==> src/rtl/ppu_pkg.sv <==
// rtl/ppu_pkg.sv - shared PPU/arbiter types and memory map constants
package ppu_pkg;

  typedef enum logic [1:0] {
    H_BLANK = 2'd0,
    V_BLANK = 2'd1,
    SCAN    = 2'd2,
    DRAW    = 2'd3
  } PPU_STATES_t;

  typedef enum logic [1:0] {
    DMA_IDLE,
    DMA_RD,
    DMA_WR,
    DMA_WAIT
  } DMA_STATES_t;

  typedef enum logic [1:0] {
    OWN_NONE,
    OWN_PPU,
    OWN_CPU
  } owner_t;

  localparam logic [15:0] OAM_BASE_ADDR  = 16'hFE00;
  localparam logic [15:0] OAM_END_ADDR   = 16'hFE9F;
  localparam logic [15:0] VRAM_BASE_ADDR = 16'h8000;
  localparam logic [15:0] VRAM_END_ADDR  = 16'h9FFF;

  // Pages E0-FF alias the work RAM at C0-DF.
  function automatic logic [7:0] dma_src_page(input logic [7:0] page);
    return (page >= 8'hE0) ? (page - 8'h20) : page;
  endfunction

endpackage

==> src/rtl/oam_dma_engine.sv <==
// rtl/oam_dma_engine.sv - OAM DMA sequencer: one source read and one OAM write per byte slot
module oam_dma_engine
  import ppu_pkg::*;
#(
  parameter int DMA_LEN         = 160,
  parameter int DMA_BYTE_CYCLES = 4
) (
  input  logic        i_clk,
  input  logic        i_rst_n,
  input  logic        i_start,
  input  logic [7:0]  i_page,
  input  logic [7:0]  i_src_rdata,
  output logic        o_active,
  output logic        o_src_rd,
  output logic [15:0] o_src_addr,
  output logic        o_wr_req,
  output logic [15:0] o_wr_addr,
  output logic [7:0]  o_wr_data
);

  localparam logic [7:0] LAST_IDX = 8'(DMA_LEN - 1);
  localparam logic [7:0] LAST_CNT = 8'(DMA_BYTE_CYCLES - 1);

  DMA_STATES_t r_state;
  logic [7:0]  r_idx;
  logic [7:0]  r_cnt;
  logic [7:0]  r_page;
  logic        r_active;
  logic        r_src_rd;
  logic        r_wr_req;

  always_ff @(posedge i_clk or negedge i_rst_n) begin
    if (!i_rst_n) begin
      r_state  <= DMA_IDLE;
      r_idx    <= 8'h00;
      r_cnt    <= 8'h00;
      r_page   <= 8'h00;
      r_active <= 1'b0;
      r_src_rd <= 1'b0;
      r_wr_req <= 1'b0;
    end else begin
      r_src_rd <= 1'b0;
      r_wr_req <= 1'b0;
      // A start pulse always wins, including a restart mid-copy.
      if (i_start) begin
        r_state  <= DMA_RD;
        r_idx    <= 8'h00;
        r_cnt    <= 8'h00;
        r_page   <= dma_src_page(i_page);
        r_active <= 1'b1;
        r_src_rd <= 1'b1;
      end else begin
        case (r_state)
          DMA_IDLE: r_active <= 1'b0;
          DMA_RD: begin
            r_state  <= DMA_WR;
            r_cnt    <= r_cnt + 8'h01;
            r_wr_req <= 1'b1;
          end
          DMA_WR, DMA_WAIT: begin
            if (r_cnt == LAST_CNT) begin
              r_cnt <= 8'h00;
              if (r_idx == LAST_IDX) begin
                r_state  <= DMA_IDLE;
                r_active <= 1'b0;
              end else begin
                r_idx    <= r_idx + 8'h01;
                r_state  <= DMA_RD;
                r_src_rd <= 1'b1;
              end
            end else begin
              r_cnt   <= r_cnt + 8'h01;
              r_state <= DMA_WAIT;
            end
          end
          default: r_state <= DMA_IDLE;
        endcase
      end
    end
  end

  assign o_active   = r_active;
  assign o_src_rd   = r_src_rd;
  assign o_src_addr = {r_page, r_idx};
  assign o_wr_req   = r_wr_req;
  assign o_wr_addr  = OAM_BASE_ADDR + {8'h00, r_idx};
  assign o_wr_data  = i_src_rdata;

endmodule

==> src/rtl/vram_oam_arbiter.sv <==
// rtl/vram_oam_arbiter.sv - VRAM/OAM port arbiter: DMA write > PPU > CPU with DMG mode blocking
module vram_oam_arbiter
  import ppu_pkg::*;
#(
  parameter int DMA_LEN         = 160,
  parameter int DMA_BYTE_CYCLES = 4
) (
  input  logic        i_clk,
  input  logic        i_rst_n,
  input  logic        i_lcd_en,
  input  logic [1:0]  i_ppu_mode,
  input  logic        i_ppu_rd,
  input  logic [15:0] i_ppu_addr,
  output logic [7:0]  o_ppu_rdata,
  input  logic        i_cpu_rd,
  input  logic        i_cpu_wr,
  input  logic [15:0] i_cpu_addr,
  input  logic [7:0]  i_cpu_wdata,
  output logic [7:0]  o_cpu_rdata,
  output logic        o_cpu_blocked,
  input  logic        i_dma_start,
  input  logic [7:0]  i_dma_page,
  output logic        o_dma_active,
  output logic        o_src_rd,
  output logic [15:0] o_src_addr,
  input  logic [7:0]  i_src_rdata,
  output logic        o_mem_rd,
  output logic        o_mem_wr,
  output logic [15:0] o_mem_addr,
  output logic [7:0]  o_mem_wdata,
  input  logic [7:0]  i_mem_rdata
);

  PPU_STATES_t w_mode;
  logic        w_dma_wr;
  logic [15:0] w_dma_wr_addr;
  logic [7:0]  w_dma_wr_data;
  logic        w_ppu_grant;
  logic        w_cpu_oam;
  logic        w_cpu_vram;
  logic        w_cpu_req;
  logic        w_rule_block;
  logic        w_cpu_grant;
  owner_t      r_owner;

  oam_dma_engine #(
    .DMA_LEN         (DMA_LEN),
    .DMA_BYTE_CYCLES (DMA_BYTE_CYCLES)
  ) u_dma (
    .i_clk       (i_clk),
    .i_rst_n     (i_rst_n),
    .i_start     (i_dma_start),
    .i_page      (i_dma_page),
    .i_src_rdata (i_src_rdata),
    .o_active    (o_dma_active),
    .o_src_rd    (o_src_rd),
    .o_src_addr  (o_src_addr),
    .o_wr_req    (w_dma_wr),
    .o_wr_addr   (w_dma_wr_addr),
    .o_wr_data   (w_dma_wr_data)
  );

  assign w_mode      = PPU_STATES_t'(i_ppu_mode);
  assign w_ppu_grant = i_ppu_rd && i_lcd_en && !w_dma_wr;

  assign w_cpu_oam  = (i_cpu_addr >= OAM_BASE_ADDR) && (i_cpu_addr <= OAM_END_ADDR);
  assign w_cpu_vram = (i_cpu_addr >= VRAM_BASE_ADDR) && (i_cpu_addr <= VRAM_END_ADDR);
  assign w_cpu_req  = (i_cpu_rd || i_cpu_wr) && (w_cpu_oam || w_cpu_vram);

  // Losing the slot to the PPU or a DMA write blocks the CPU like a mode rule does.
  assign w_rule_block =
      (w_cpu_oam && (o_dma_active || (i_lcd_en && (w_mode == SCAN || w_mode == DRAW)))) ||
      (w_cpu_vram && i_lcd_en && (w_mode == DRAW)) ||
      w_dma_wr || w_ppu_grant;

  assign o_cpu_blocked = w_cpu_req && w_rule_block;
  assign w_cpu_grant   = w_cpu_req && !w_rule_block;

  // Strobes are gated by reset so no write can slip through while held in reset.
  assign o_mem_wr    = i_rst_n && (w_dma_wr || (w_cpu_grant && i_cpu_wr));
  assign o_mem_rd    = i_rst_n && (w_ppu_grant || (w_cpu_grant && i_cpu_rd));
  assign o_mem_addr  = w_dma_wr ? w_dma_wr_addr : (w_ppu_grant ? i_ppu_addr : i_cpu_addr);
  assign o_mem_wdata = w_dma_wr ? w_dma_wr_data : i_cpu_wdata;

  always_ff @(posedge i_clk or negedge i_rst_n) begin
    if (!i_rst_n) begin
      r_owner <= OWN_NONE;
    end else if (w_ppu_grant) begin
      r_owner <= OWN_PPU;
    end else if (w_cpu_grant && i_cpu_rd) begin
      r_owner <= OWN_CPU;
    end else begin
      r_owner <= OWN_NONE;
    end
  end

  assign o_ppu_rdata = (r_owner == OWN_PPU) ? i_mem_rdata : 8'hFF;
  assign o_cpu_rdata = (r_owner == OWN_CPU) ? i_mem_rdata : 8'hFF;

endmodule

==> config.mk <==
export PLATFORM = sky130hd
export DESIGN_NAME = vram_oam_arbiter
export DESIGN_NICKNAME = d
export VERILOG_FILES = /design/src/rtl/ppu_pkg.sv /design/src/rtl/oam_dma_engine.sv /design/src/rtl/vram_oam_arbiter.sv
export SDC_FILE = /design/constraint.sdc
export NUM_CORES = 1
export LEC_CHECK = 0
export CORE_MARGIN = 1
export CORE_UTILIZATION = 40
export CTS_CLUSTER_DIAMETER = 150
export DETAILED_ROUTE_END_ITERATION = 6
export GPL_TIMING_DRIVEN = 0
export MAX_ROUTING_LAYER = met4
export PLACE_DENSITY = 0.84
export SLEW_MARGIN = 40
export SYNTH_ARGS = -nofsm -noshare
export SYNTH_HDL_FRONTEND = slang
export SYNTH_SLANG_ARGS = --single-unit
==> constraint.sdc <==
create_clock -name i_clk -period 3.54 [get_ports i_clk]
set_clock_uncertainty 0.15 [all_clocks]
set_input_delay 0.708 -clock i_clk [delete_from_list [all_inputs] [get_ports i_clk]]
set_output_delay 0.708 -clock i_clk [all_outputs]
set_load 0.01 [all_outputs]
After elaboration in Yosys (flattened, before gate mapping)

Cells that the tools add are included.

Bits in registers: 31
Input port bits: 73
Output and inout port bits: 61
Word-level logic and storage cells: 92

Add/sub/neg operators: 4
$lt $le $gt $ge: 5
Equality and inequality tests: 12
Multiplexer cells: 29
Reduce and logical (&&, ||, !) cells: 34

Operators by type and width:

| operator                                                   | number |
|---|---|
| 2-to-1 mux 8 bit                                           | 10 |
| greater-or-equal comparator 16 bit (second input constant) | 2 |
| less-or-equal comparator 16 bit (second input constant)    | 2 |
| 2-to-1 mux 16 bit                                          | 2 |
| adder 8 x 1 -> 8 bit (second input constant)               | 2 |
| one-hot mux 8 bit (2 select lines)                         | 1 |
| logical AND 1 bit                                          | 15 |
| adder 10 x 9 -> 11 bit (first input constant)              | 1 |
| equality test 2 bit (second input constant)                | 5 |
| 2-to-1 mux 1 bit                                           | 10 |
| logical OR 1 bit                                           | 9 |
| equality test 8 x 2 -> 1 bit (second input constant)       | 1 |
| equality test 8 bit (second input constant)                | 1 |
| greater-or-equal comparator 8 bit (second input constant)  | 1 |
| 2-to-1 mux 2 bit                                           | 4 |
| subtractor 8 x 6 -> 8 bit (second input constant)          | 1 |
| != test 3 x 2 -> 1 bit (second input constant)             | 2 |
| AND reduction 3 bit                                        | 2 |
| nonzero test 3 bit                                         | 2 |
| equality test 2 x 1 -> 1 bit (second input constant)       | 2 |
| one-hot mux 2 bit (2 select lines)                         | 1 |
| nonzero test 2 bit                                         | 2 |
| zero test 1 bit                                            | 2 |
| zero test 2 bit                                            | 1 |
| 3 further kinds                                            | 3 |

Longest topological paths before layout

Gate-level depths: netlist (run 1).

Word-level depth: 13
Depth in mapped cells: 6
Depth with buffers taken out: 5

Modules after synthesis

A second synthesis (run 1) with hierarchy kept.

Cell total of the unflattened synthesis: 259
Area, all modules: 2362.3 sq um

By module, submodules not included:

| module           | instances | cells an instance | area each (sq um) | sequential area each (sq um) |
|---|---|---|---|---|
| oam_dma_engine   | 1         | 157               | 1637.8            | 725.7 |
| vram_oam_arbiter | 1         | 102               | 724.4             | 50.0 |

Worst setup path before layout (run 1)

Ideal clock, no wire load.

Path kind: input to output
From: input i_cpu_addr[8]
To: output o_mem_rd
Arrival time: 2.038 ns
Path slack: 0.644 ns
Stages: 4
Buffers on the path: 0
Cell sequence: nand4b_1 > o32a_1 > or4b_1 > o21ai_0

Cells in the longest elaborated chain, start to end: 12
Elaborated cells between the ends (all ways): 19
Those cells by class: order compare: 4; reduce/logical: 15

RTL lines:

| what                                                                                  | RTL line               | text |
|---|---|---|
| start, declared                                                                       | vram_oam_arbiter.sv:17 | `input logic [15:0] i_cpu_addr,` |
| greater-or-equal comparator 16 bit or less-or-equal comparator 16 bit (tied branches) | vram_oam_arbiter.sv:67 | `assign w_cpu_vram = (i_cpu_addr >= VRAM_BASE_ADDR) && (i_cpu_addr <= VRAM_END_ADDR);` |
| logical AND 1 bit                                                                     | vram_oam_arbiter.sv:67 |  |
| logical AND 1 bit (2 in series)                                                       | vram_oam_arbiter.sv:73 | `(w_cpu_vram && i_lcd_en && (w_mode == DRAW)) \|\|` |
| logical OR 1 bit                                                                      | vram_oam_arbiter.sv:72 | `(w_cpu_oam && (o_dma_active \|\| (i_lcd_en && (w_mode == SCAN \|\| w_mode == DRAW)))) \|\|` |
| logical OR 1 bit                                                                      | vram_oam_arbiter.sv:73 |  |
| logical OR 1 bit                                                                      | vram_oam_arbiter.sv:74 | `w_dma_wr \|\| w_ppu_grant;` |
| zero test 1 bit                                                                       | vram_oam_arbiter.sv:77 | `assign w_cpu_grant = w_cpu_req && !w_rule_block;` |
| logical AND 1 bit *                                                                   | vram_oam_arbiter.sv:77 |  |
| logical AND 1 bit *                                                                   | vram_oam_arbiter.sv:81 | `assign o_mem_rd = i_rst_n && (w_ppu_grant \|\| (w_cpu_grant && i_cpu_rd));` |
| logical OR 1 bit *                                                                    | vram_oam_arbiter.sv:81 |  |
| logical AND 1 bit *                                                                   | vram_oam_arbiter.sv:81 |  |
| end, declared                                                                         | vram_oam_arbiter.sv:27 | `output logic o_mem_rd,` |

Mark *: on every way between the ends. The rest lies on a longest branch, timed or not.

Worst setup path in the final report (run 1)

From: input i_cpu_addr[15]
To: output o_mem_rd

Same word-level chain as after synthesis.

==> metrics.md, run 1 <==
| Metric | Value |
|---|---|
| Worst Hold Slack | `0.199 ns` |
| Reg2reg start | `u_dma.r_cnt[0]$_DFFE_PN0P_` |
| Placed cell areas | `3500 sq um` |
| Core area | `4850 sq um` |
| Max Cap Viol | `0` |
| Number of synthesized flops with an enable pin | `0` |
| Clock root buffer | `clkbuf_8` |
| # fillers | `between 300 and 400` |
| Hold Crit Class | `primary input to async pin` |
| Flop2flop setup slack | `1.50 ns` |
| Top post-synthesis cells by count | `dfrtp_1, nand2_1, o21ai_0` |
| Delay-heaviest family, CP | `buffers and inverters` |
| Post-synthesis instance total | `232` |
| Nets | `447` |
| Number of global-route vias before repair | `about 2200` |
| Drt total wl | `6680 um` |
| Clk pwr share | `0.361` |
| Post-layout min period | `3.43 ns` |
| Final Instance Area | `about 3700 sq um` |
| WP buf/inv | `2` |
| Tot Pwr | `0.00116 W` |
| Full die area | `5490 sq um` |
| Die width | `roughly 74 um` |
| Ports | `about 130` |
| Tot GR Track Use | `0.250` |
| CTS Buffer Depth | `2` |
| Async S/R FF share, synth | `1.00` |
| Post-Layout Cell Count | `439` |
| Yosys reg bits | `31` |
| Status | `finished clean` |
| Area Overhead vs Synth | `76.0%` |
| Post-Syn Area | `2080 sq um` |
| Sequential power share | `0.346` |
| DR WL/cell | `15.2 um` |
| Critical path cell sequence | `clkdlybuf4s50_1, nand4b_1, o32a_1, or4b_4, o21ai_1, buf_2` |
| Setup tns final | `0 ns` |
| Post-placement cell count | `approximately 430` |
| Drt first pass iters | `4` |
| Largest net degree at the start of global routing | `20` |
| Sequential cell area | `around 780 sq um` |
| Ys flop type | `dfrtp_1` |
| Switching fraction of total power | `0.254` |
| DRC | `0` |
| # rows | `25` |
| Via count | `2319` |
| FMAX | `291 MHz` |
| Worst-Margin Slew | `0.544 ns` |
| CTS clk-pin slew, worst paths | `0.07 ns` |
| P_sw | `0.000296 W` |
| Area of the multi-input gates | `between 1000 and 1500 sq um` |
| Most frequent cell after synthesis | `dfrtp_1` |
| Combinational share of power | `0.294` |
| Slowest stage delay, CP | `0.51 ns` |
| Sequential fraction of the synthesis area | `0.373` |
| Gp weighted congestion | `0.826` |
| Power Dens Cells | `318 nW/um^2` |
| Worst setup startpoint | `i_cpu_addr[15]` |
| Num CTS Buffers | `5` |
| Slew headroom | `0.637` |
| Fin crit share | `0.969` |
| Cell taking the most area after synthesis | `dfrtp_1` |
| Worst reg2reg path depth | `6` |
| VDD IR-drop max | `0.000340 V` |
| DRT iter0 DRCs | `103` |
| H-Tree Depth | `2` |
| Via/cell ratio | `roughly 5.3` |
| Yosys warns | `0` |
| CTS tree | `built` |
| Syn Area/Cell | `8.97 sq um` |
| CP endpoint kind | `output port` |
| Post-DP HPWL | `5250 um` |
| Grt total ovfl | `0` |
| CP endpoint | `o_mem_rd` |
| Internal | `0.000867 W` |
| Final hold violations | `0` |
| Crit-path slowest cell | `clkdlybuf4s50_1` |
| Syn nets | `308` |
| Reg2reg end | `u_dma.r_idx[0]$_DFFE_PN0P_` |
| Initial antenna violation count | `0` |
| RSZ-0062 raised after global routing | `no` |
| Share of layout cells above drive strength 1 | `0.121` |
| Number of port buffers | `131` |
| Count of final max-slew check failures | `0` |
| Unique masters post-synth | `41` |
| Required @ worst endpoint | `around 2.7 ns` |
| Clock sinks | `31` |
| Setup violators final | `0` |
| Setup crit start kind | `primary input` |
| Leakage | `1.53 nW` |
| Stages on worst setup path | `6` |
| Critical Setup Path Class | `primary input to output port` |
| Initial Util | `0.429` |
| Die height | `74.1 um` |
| Antenna-violating nets left | `0` |
| Crit Path Max Fanout | `3` |
| First-pass GRT wire length | `10100 um` |
| Crit path DAT | `2.57 ns` |
| Post-synth top area share | `0.373` |
| Synth top area cells | `dfrtp_1, mux2_2, nand2b_1` |
| Number of diodes | `0` |
| Clk Latency, worst-skew pair | `between 0.2 and 0.3 ns` |
## flip-flops by register name, indices dropped and copies added, names as in the netlist
name and flops:
u_dma.o_active 1, u_dma.r_page 8, u_dma.r_state 2, u_dma.o_src_rd 1
r_owner 2, u_dma.o_wr_req 1, u_dma.r_cnt 8, u_dma.r_idx 8
## kinds of logic (layout without fill, tap and decap cells)
kind of cell / after synthesis / after routing / share of synthesized area
AO/OA/AOI/OAI: 49 / 49 / 0.150
AND/OR/NAND/NOR: 104 / 104 / 0.286
buffers and inverters: 18 / 158 / 0.0343
adder cells (fa/ha/maj): 3 / 3 / 0.0180
multiplexers: 25 / 25 / 0.130
flip-flops: 31 / 31 / 0.373
XOR/XNOR: 2 / 2 / 0.00842
## per-stage QoR
stage	setup slack [ns]	utilization
CTS	-0.0449	0.752
global route	0.0701	0.755
finish	0.108	0.755
global placement	-0.431	0.717
floorplan	0.644	-
detailed placement	-0.426	0.722
## worst min path at each step
stage                     cells after the start                   startpoint                     endpoint  slack [ns]
after floorplan                               0                      i_rst_n         r_owner[0]$_DFF_PN0_        0.26
after global placement                        2   u_dma.r_cnt[1]$_DFFE_PN0P_   u_dma.r_cnt[1]$_DFFE_PN0P_        0.33
after detailed placement                      1  u_dma.r_page[0]$_DFFE_PN0P_  u_dma.r_page[0]$_DFFE_PN0P_        0.34
after CTS                                     1                      i_rst_n   u_dma.r_cnt[2]$_DFFE_PN0P_        0.21
after global routing                          1                      i_rst_n   u_dma.r_cnt[2]$_DFFE_PN0P_        0.23
final                                         1                      i_rst_n   u_dma.r_cnt[2]$_DFFE_PN0P_        0.20
## placed cells by master, fill, tap and decap left out, drive strengths merged, types with 2 or more instances in the layout
cell / Yosys / final
a211o: 7 / 7
a21oi: 10 / 10
a31oi: 3 / 3
and2: 2 / 2
and3: 9 / 9
buf: 6 / 10
bufinv: 0 / 2
clkbuf: 5 / 10
clkdlybuf4s50: 0 / 126
dfrtp: 31 / 31
dlymetal6s2s: 0 / 2
ha: 3 / 3
inv: 7 / 7
mux2: 17 / 17
mux2i: 8 / 8
nand2: 23 / 23
nand2b: 18 / 18
nand3: 13 / 13
nand4: 3 / 3
nor2: 11 / 11
nor2b: 3 / 3
nor3: 5 / 5
nor3b: 2 / 2
nor4: 2 / 2
o21ai: 19 / 19
o31ai: 5 / 5
or3: 3 / 3
or4: 6 / 6
or4b: 2 / 2
## power by group through the flow
stage	logic (W)	registers, W	clock network [W]
after floorplan	0.000123	0.000411	0
after global placement	0.000331	0.000407	0
after detailed placement	0.000341	0.000409	0
after CTS	0.000343	0.000402	0.000425
after global routing	0.000368	0.000407	0.000442
final	0.000342	0.000402	0.000419
## area by class of cell
cell class / count / area share
Tap cell: 67 / 0.0229
Multi-Input combinational cell: 183 / 0.344
Timing Repair Buffer: 133 / 0.365
Clock buffer: 5 / 0.0188
Inverter: 7 / 0.00717
Clock inverter: 3 / 0.0184
Sequential cell: 31 / 0.212
Buffer: 10 / 0.0120
## metal layers
| metal | global-route usage | share of wire |
|---|---|---|
| met3 | 0.0637 | 0.079 |
| met2 | 0.444 | 0.52 |
| met5 | - | 0 |
| met4 | 0.0641 | 0.013 |
| met1 | 0.278 | 0.39 |
## timing repair
action	in CTS	in global routing
hold buffers	0	0
gates resized for setup	11	9
setup endpoints to repair	19	10
buffers inserted	0	1
pin swaps	0	3
No activity file was read; power rests on OpenSTA's default activity.
==> inputs of run 2 (changes only) <==
--- a/config.mk
+++ b/config.mk
@@ -6,13 +6,12 @@
 export NUM_CORES = 1
 export LEC_CHECK = 0
 export CORE_MARGIN = 1
-export CORE_UTILIZATION = 40
+export CORE_UTILIZATION = 37
 export CTS_CLUSTER_DIAMETER = 150
 export DETAILED_ROUTE_END_ITERATION = 6
 export GPL_TIMING_DRIVEN = 0
 export MAX_ROUTING_LAYER = met4
-export PLACE_DENSITY = 0.84
-export SLEW_MARGIN = 40
+export PLACE_DENSITY = 0.79
 export SYNTH_ARGS = -nofsm -noshare
 export SYNTH_HDL_FRONTEND = slang
 export SYNTH_SLANG_ARGS = --single-unit
==> constraint.sdc (replaced) <==
create_clock -name i_clk -period 3.6 [get_ports i_clk]
set_clock_uncertainty 0.15 [all_clocks]
set_input_delay 0.72 -clock i_clk [delete_from_list [all_inputs] [get_ports i_clk]]
set_output_delay 0.72 -clock i_clk [all_outputs]
set_load 0.01 [all_outputs]
==> metrics.md, run 2 (synthesis gave the netlist of run 1 again) <==
| Metric | Value |
|---|---|
| Drt first pass iters | `4 (unchanged)` |
| Tot Pwr | `0.00101 W (was 0.00116 W)` |
| CTS clk-pin slew, worst paths | `0.07 ns (about the same)` |
| Nets | `445 (was 447)` |
| Initial Util | `0.395 (was 0.429)` |
| Drt total wl | `7000 um (was 6680 um)` |
| Clk pwr share | `0.275 (was 0.361)` |
| Number of diodes | `0 (unchanged)` |
| Clk Latency, worst-skew pair | `0.29 ns (about the same)` |
| # rows | `26 (was 25)` |
| RSZ-0062 raised after global routing | `no (unchanged)` |
| Full die area | `5930 sq um (was 5490 sq um)` |
| Most frequent cells in the layout | `clkdlybuf4s50_1, dfrtp_1, nand2_1 (unchanged)` |
| Post-layout min period | `3.50 ns` |
| Power Dens Cells | `282 nW/um^2 (was 318 nW/um^2)` |
| First-pass GRT wire length | `11200 um (was 10100 um)` |
| Fin util | `0.676 (was 0.755)` |
| Grt total ovfl | `0 (unchanged)` |
| H-Tree Depth | `2 (unchanged)` |
| Via/cell ratio | `5.24 (was 5.28)` |
| Number of global-route vias before repair | `2167 (was 2196)` |
| Worst Hold Slack | `0.339 ns (was 0.199 ns)` |
| Max Cap Viol | `0 (unchanged)` |
| Area Overhead vs Synth | `71.2% (was 76.0%)` |
| Fin worst setup slack | `0.103 ns (was 0.108 ns)` |
| Sequential power share | `0.394 (was 0.346)` |
| Largest net degree at the start of global routing | `36 (was 20)` |
| Initial antenna violation count | `0 (unchanged)` |
| Hold Crit Class | `primary input to async pin (unchanged)` |
| Number of port buffers | `131 (unchanged)` |
| Tot GR Track Use | `0.245 (was 0.250)` |
| Met1 wire length | `2880 um (was 2580 um)` |
| Clock sinks | `31 (unchanged)` |
| Num CTS Buffers | `5 (unchanged)` |
| Worst-Margin Slew | `0.832 ns (was 0.544 ns)` |
| Post-CTS setup buffer count | `0 (unchanged)` |
| Metal3 WL | `471 um (was 527 um)` |
| Status | `finished clean (unchanged)` |
| Fin crit share | `0.971` |
| Gp weighted congestion | `0.792 (was 0.826)` |
| Top layer in use | `met4 (unchanged)` |
| Hold_buf cts | `0 (unchanged)` |
| Post-DP HPWL | `5480 um (was 5250 um)` |
| Required @ worst endpoint | `2.73 ns (was 2.68 ns)` |
| Leakage | `1.47 nW (was 1.53 nW)` |
| Final hold violations | `0 (unchanged)` |
| Worst reg2reg path depth | `6 (unchanged)` |
| Die width | `77.0 um (was 74.1 um)` |
| Antenna-violating nets left | `0 (unchanged)` |
| FMAX | `~290 MHz` |
| CTS Buffer Depth | `2 (unchanged)` |
| P_sw | `0.000283 W (was 0.000296 W)` |
| Clock root buffer | `clkbuf_8 (unchanged)` |
| Internal | `0.000722 W (was 0.000867 W)` |
| Crit Path Max Fanout | `3 (unchanged)` |
| VDD IR-drop max | `0.000311 V (was 0.000340 V)` |
| Setup WS pre-CTS | `-0.360 ns (was -0.426 ns)` |
| CTS tree | `built (unchanged)` |
| Crit path DAT | `2.63 ns (was 2.57 ns)` |
| Wire length on met2 | `3540 um (was 3490 um)` |
| Setup crit start kind | `primary input (unchanged)` |
| Critical Setup Path Class | `primary input to output port (unchanged)` |
| Combinational share of power | `0.331 (was 0.294)` |
| DRT iter0 DRCs | `93 (was 103)` |
| Top flop regs | `u_dma.r_cnt: 8 flops, u_dma.r_idx: 8 flops, u_dma.r_page: 8 flops (unchanged)` |
| Via count | `2302 (was 2319)` |
| Core area | `5270 sq um (was 4850 sq um)` |
| Setup violators final | `0 (unchanged)` |
| Die height | `77.0 um (was 74.1 um)` |
| CP endpoint kind | `output port (unchanged)` |
| Switching fraction of total power | `0.281 (was 0.254)` |
| Slew headroom | `0.441 (was 0.637)` |
| Count of final max-slew check failures | `0 (unchanged)` |
| DR WL/cell | `15.9 um (was 15.2 um)` |
| DRC | `0 (unchanged)` |
| Commonest non-fill, non-tap cell in the layout | `clkdlybuf4s50_1 (unchanged)` |
| Ports | `134 (unchanged)` |
| Share of layout cells above drive strength 1 | `0.108 (was 0.121)` |
==> run 2: area by class of cell <==
| type | instances | area [sq um] |
|---|---|---|
| Fill cell | 464 | 1710 |
| Clock buffer | 6 | 82.6 |
| Multi-Input combinational cell | 183 | 1250 |
| Buffer | 10 | 41.3 |
| Inverter | 7 | 26.3 |
| Tap cell | 70 | 87.6 |
| Timing Repair Buffer | 131 | 1300 |
| Sequential cell | 31 | 776 |
| Clock inverter | 1 | 5.00 |
==> run 2: power groups by stage <==
| stage | logic (W) | registers, W | clock network [W] |
|---|---|---|---|
| 4_1_cts | 0.000335 | 0.000396 | 0.000283 |
| 5_1_grt | 0.000360 | 0.000399 | 0.000298 |
| 6_report | 0.000332 | 0.000396 | 0.000276 |
| 3_3_place_gp | 0.000328 | 0.000401 | 0 |
| 2_1_floorplan | 0.000121 | 0.000404 | 0 |
| 3_5_place_dp | 0.000334 | 0.000402 | 0 |
==> run 2: critical path, cell delays in order <==
cell	delay [ns]
clkdlybuf4s50_1	0.52
nand4b_1	0.18
nor4_2	0.36
nor3b_1	0.10
nor3_1	0.17
clkdlybuf4s50_1	0.58
==> run 2: repair_timing <==
| action | CTS | global route |
|---|---|---|
| pin swaps | 0 | 3 |
| resized for setup | 10 | 7 |
| endpoints found under the setup margin | 18 | 3 |
| cloned | 0 | 0 |
==> run 2: metal layers <==
metal	vias up	track usage
met2	79	0.413
li1	1119	-
met1	1093	0.286
met4	0	0.0792
met3	11	0.0619
met5	-	-
==> run 2: final timing paths <==
path,end,startpoint,slack [ns]
max,o_cpu_blocked,i_cpu_addr[15],0.10
min,u_dma.r_page[6]$_DFFE_PN0P_,i_rst_n,0.34
max reg2reg,u_dma.r_idx[0]$_DFFE_PN0P_,u_dma.r_cnt[0]$_DFFE_PN0P_,1.55
min reg2reg,u_dma.r_page[2]$_DFFE_PN0P_,u_dma.r_page[2]$_DFFE_PN0P_,0.35
max in group asynchronous,u_dma.r_cnt[4]$_DFFE_PN0P_,i_rst_n,2.49
min in group i_clk,u_dma.r_page[2]$_DFFE_PN0P_,u_dma.r_page[2]$_DFFE_PN0P_,0.35
==> run 2: metrics by stage <==
step / instance area (sq um) / setup TNS [ns] / instances
after floorplan: 2080 / 0 / 232
after global placement: 3480 / -3.49 / 433
after detailed placement: 3470 / -3.47 / 433
after CTS: 3560 / 0 / 439
after global routing: 3560 / 0 / 439
final: 3560 / 0 / 439
==> inputs of run 3 (changes only) <==
--- a/config.mk
+++ b/config.mk
@@ -5,8 +5,9 @@
 export SDC_FILE = /design/constraint.sdc
 export NUM_CORES = 1
 export LEC_CHECK = 0
+export CORE_ASPECT_RATIO = 0.7
 export CORE_MARGIN = 1
-export CORE_UTILIZATION = 37
+export CORE_UTILIZATION = 39
 export CTS_CLUSTER_DIAMETER = 150
 export DETAILED_ROUTE_END_ITERATION = 6
 export GPL_TIMING_DRIVEN = 0
@@ -14,4 +15,5 @@
 export PLACE_DENSITY = 0.79
 export SYNTH_ARGS = -nofsm -noshare
 export SYNTH_HDL_FRONTEND = slang
+export SYNTH_HIERARCHICAL = 1
 export SYNTH_SLANG_ARGS = --single-unit
==> metrics.md, run 3 <==
| Metric | Value |
|---|---|
| Final hold violations | `0 (unchanged)` |
| CP endpoint kind | `output port (unchanged)` |
| Post-synthesis instance total | `259 (was 232)` |
| Power Dens Cells | `250 nW/um^2 (was 282 nW/um^2)` |
| Ports | `134 (unchanged)` |
| Post-Layout Cell Count | `470 (was 439)` |
| Drt total wl | `6710 um (was 7000 um)` |
| Area Overhead vs Synth | `61.1% (was 71.2%)` |
| Die width | `95.0 um (was 77.0 um)` |
| CTS tree | `built (unchanged)` |
| Count of final max-slew check failures | `0 (unchanged)` |
| DRC | `0 (unchanged)` |
| Post-placement cell count | `464 (was 433)` |
| Most frequent cells in the layout | `clkdlybuf4s50_1, dfrtp_1, nand2_1 (unchanged)` |
| First-pass GRT wire length | `10800 um (was 11200 um)` |
| Cell taking the most area after synthesis | `dfrtp_1 (unchanged)` |
| Number of port buffers | `124 (was 131)` |
| Clock sinks | `31 (unchanged)` |
| Clk Latency, worst-skew pair | `0.27 ns (was 0.29 ns)` |
| Full die area | `6380 sq um (was 5930 sq um)` |
| Clock root buffer | `clkbuf_8 (unchanged)` |
| Hold_buf cts | `0 (unchanged)` |
| Initial antenna violation count | `0 (unchanged)` |
| Num CTS Buffers | `5 (unchanged)` |
| Crit path DAT | `2.69 ns (was 2.63 ns)` |
| Status | `finished clean (unchanged)` |
| Gp weighted congestion | `0.885 (was 0.792)` |
| Worst-Margin Slew | `0.752 ns (was 0.832 ns)` |
| Fin worst setup slack | `0.0442 ns (was 0.103 ns)` |
| Post-CTS setup buffer count | `0 (unchanged)` |
| CTS Buffer Depth | `2 (unchanged)` |
| Post-layout min period | `3.56 ns (was 3.50 ns)` |
| Setup crit start kind | `primary input (unchanged)` |
| Die height | `67.1 um (was 77.0 um)` |
| Flop2flop setup slack | `1.45 ns (was 1.55 ns)` |
| CTS clk-pin slew, worst paths | `0.06 ns (was 0.07 ns)` |
| Grt total ovfl | `0 (unchanged)` |
| Top post-synthesis cells by count | `dfrtp_1, nand2_1, buf_4 (was dfrtp_1, nand2_1, o21ai_0)` |
| Drt first pass iters | `4 (unchanged)` |
| Via count | `2329 (was 2302)` |
| Share of layout cells above drive strength 1 | `0.172 (was 0.108)` |
| Commonest non-fill, non-tap cell in the layout | `clkdlybuf4s50_1 (unchanged)` |
| Placed cell areas | `3710 sq um (was 3470 sq um)` |
| Post-synth top area share | `0.328 (was 0.373)` |
| Number of diodes | `0 (unchanged)` |
| Sequential fraction of the synthesis area | `0.328 (was 0.373)` |
| # rows | `23 (was 26)` |
| Setup WS pre-CTS | `-0.172 ns (was -0.360 ns)` |
| Required @ worst endpoint | `2.73 ns (about the same)` |
| DRT iter0 DRCs | `106 (was 93)` |
| Post-Syn Area | `2360 sq um (was 2080 sq um)` |
| FMAX | `281 MHz (was 286 MHz)` |
| Async S/R FF share, synth | `1.00 (unchanged)` |
| Hold Crit Class | `primary input to async pin (unchanged)` |
| Synth top area cells | `dfrtp_1, buf_4, mux2i_1 (was dfrtp_1, mux2_2, nand2b_1)` |
| Critical Setup Path Class | `primary input to output port (unchanged)` |
| DR WL/cell | `14.3 um (was 15.9 um)` |
| Ys flop type | `dfrtp_1 (unchanged)` |
| Nets | `473 (was 445)` |
| Top flop regs | `u_dma/r_cnt: 8 flops, u_dma/r_idx: 8 flops, u_dma/r_page: 8 flops (was u_dma.r_cnt: 8 flops, u_dma.r_idx: 8 flops, u_dma.r_page: 8 flops)` |
| Setup violators final | `0 (unchanged)` |
| Leakage | `1.66 nW (was 1.47 nW)` |
| Number of global-route vias before repair | `2265 (was 2167)` |
| H-Tree Depth | `2 (unchanged)` |
| Number of synthesized flops with an enable pin | `0 (unchanged)` |
| Via/cell ratio | `4.96 (was 5.24)` |
| Slew headroom | `0.499 (was 0.441)` |
| Unique masters post-synth | `48 (was 41)` |
| Crit Path Max Fanout | `4 (was 3)` |
| # fillers | `481 (was 464)` |
| Fin util | `0.658 (was 0.676)` |
| Tot GR Track Use | `0.227 (was 0.245)` |
| Most frequent cell after synthesis | `dfrtp_1 (unchanged)` |
| Syn Area/Cell | `9.12 sq um (was 8.97 sq um)` |
| Post-DP HPWL | `5310 um (was 5480 um)` |
| Yosys warns | `6 (was 0)` |
| Largest net degree at the start of global routing | `36 (unchanged)` |
| Final Instance Area | `3810 sq um (was 3560 sq um)` |
| Core area | `5780 sq um (was 5270 sq um)` |
| Antenna-violating nets left | `0 (unchanged)` |
| Max Cap Viol | `0 (unchanged)` |
| VDD IR-drop max | `0.000190 V (was 0.000311 V)` |
| Initial Util | `0.408 (was 0.395)` |
| Fin crit share | `0.988 (was 0.971)` |
| Yosys reg bits | `31 (unchanged)` |
==> run 3: through the flow <==
| step | hold WS, ns | TNS (ns) | total power [W] |
|---|---|---|---|
| finish | 0.358 | 0 | 0.000951 |
| global route | 0.382 | -0.000258 | 0.00101 |
| CTS | 0.364 | 0 | 0.000964 |
| detailed placement | 0.349 | -0.172 | 0.000712 |
| global placement | 0.340 | -1.41 | 0.000706 |
| floorplan | 0.274 | 0 | 0.000522 |
==> run 3: worst max-delay path, stage by stage <==
cell	delay, ns
clkdlybuf4s50_1	0.51
nor3b_1	0.36
a221o_1	0.34
o221a_2	0.22
clkdlybuf4s50_1	0.53
==> run 3: worst paths after layout <==
check / cells after the start / from / to
worst max-delay path: 5 / i_cpu_addr[15] / o_cpu_blocked
worst min-delay path: 1 / i_rst_n / u_dma/r_page[1]$_DFFE_PN0P_
worst max register to register: 6 / u_dma/r_idx[0]$_DFFE_PN0P_ / u_dma/r_idx[0]$_DFFE_PN0P_
min in group i_clk: 1 / u_dma/r_page[0]$_DFFE_PN0P_ / u_dma/r_page[0]$_DFFE_PN0P_
max in group asynchronous: 1 / i_rst_n / r_owner[1]$_DFF_PN0_
worst min register to register: 1 / u_dma/r_page[0]$_DFFE_PN0P_ / u_dma/r_page[0]$_DFFE_PN0P_
==> run 3: report_power, final <==
group | leakage, nW | switching [W] | total (W) | internal [W]
registers | 0.400 | 0.0000177 | 0.000385 | 0.000367
logic | 1.22 | 0.000123 | 0.000321 | 0.000198
clock network | 0.0371 | 0.000117 | 0.000245 | 0.000128
==> run 3: routing by layer <==
layer | up-vias | GRT usage | part of all wire
met5 | - | - | 0
met4 | 0 | 0.0568 | 0.012
met3 | 10 | 0.0514 | 0.074
met2 | 74 | 0.389 | 0.48
met1 | 1094 | 0.272 | 0.43
li1 | 1151 | - | -
==> run 3: what timing repair did <==
action | in CTS | in global routing
cloned | 0 | 0
pin swaps | 0 | 0
endpoints found under the setup margin | 1 | 6
resized for setup | 2 | 3
==> run 3: cell type report <==
cell class | instances | area (sq um) | area share
Multi-Input combinational cell | 193 | 1350 | 0.354
Timing Repair Buffer | 124 | 1240 | 0.325
Buffer | 35 | 255 | 0.0671
Tap cell | 75 | 93.8 | 0.0247
Sequential cell | 31 | 776 | 0.204
Clock buffer | 6 | 72.6 | 0.0191
Inverter | 6 | 22.5 | 0.00592
==> run 3: cells by family (layout without fill, tap and decap cells) <==
group	count (synthesis)	after routing	share of synthesized area
AO/OA/AOI/OAI	45	45	0.116
other	2	8	0.00318
adder cells (fa/ha/maj)	4	4	0.0212
AND/OR/NAND/NOR	98	98	0.249
buffers and inverters	41	171	0.118
multiplexers	31	31	0.139
flip-flops	31	31	0.328
XOR/XNOR	7	7	0.0260
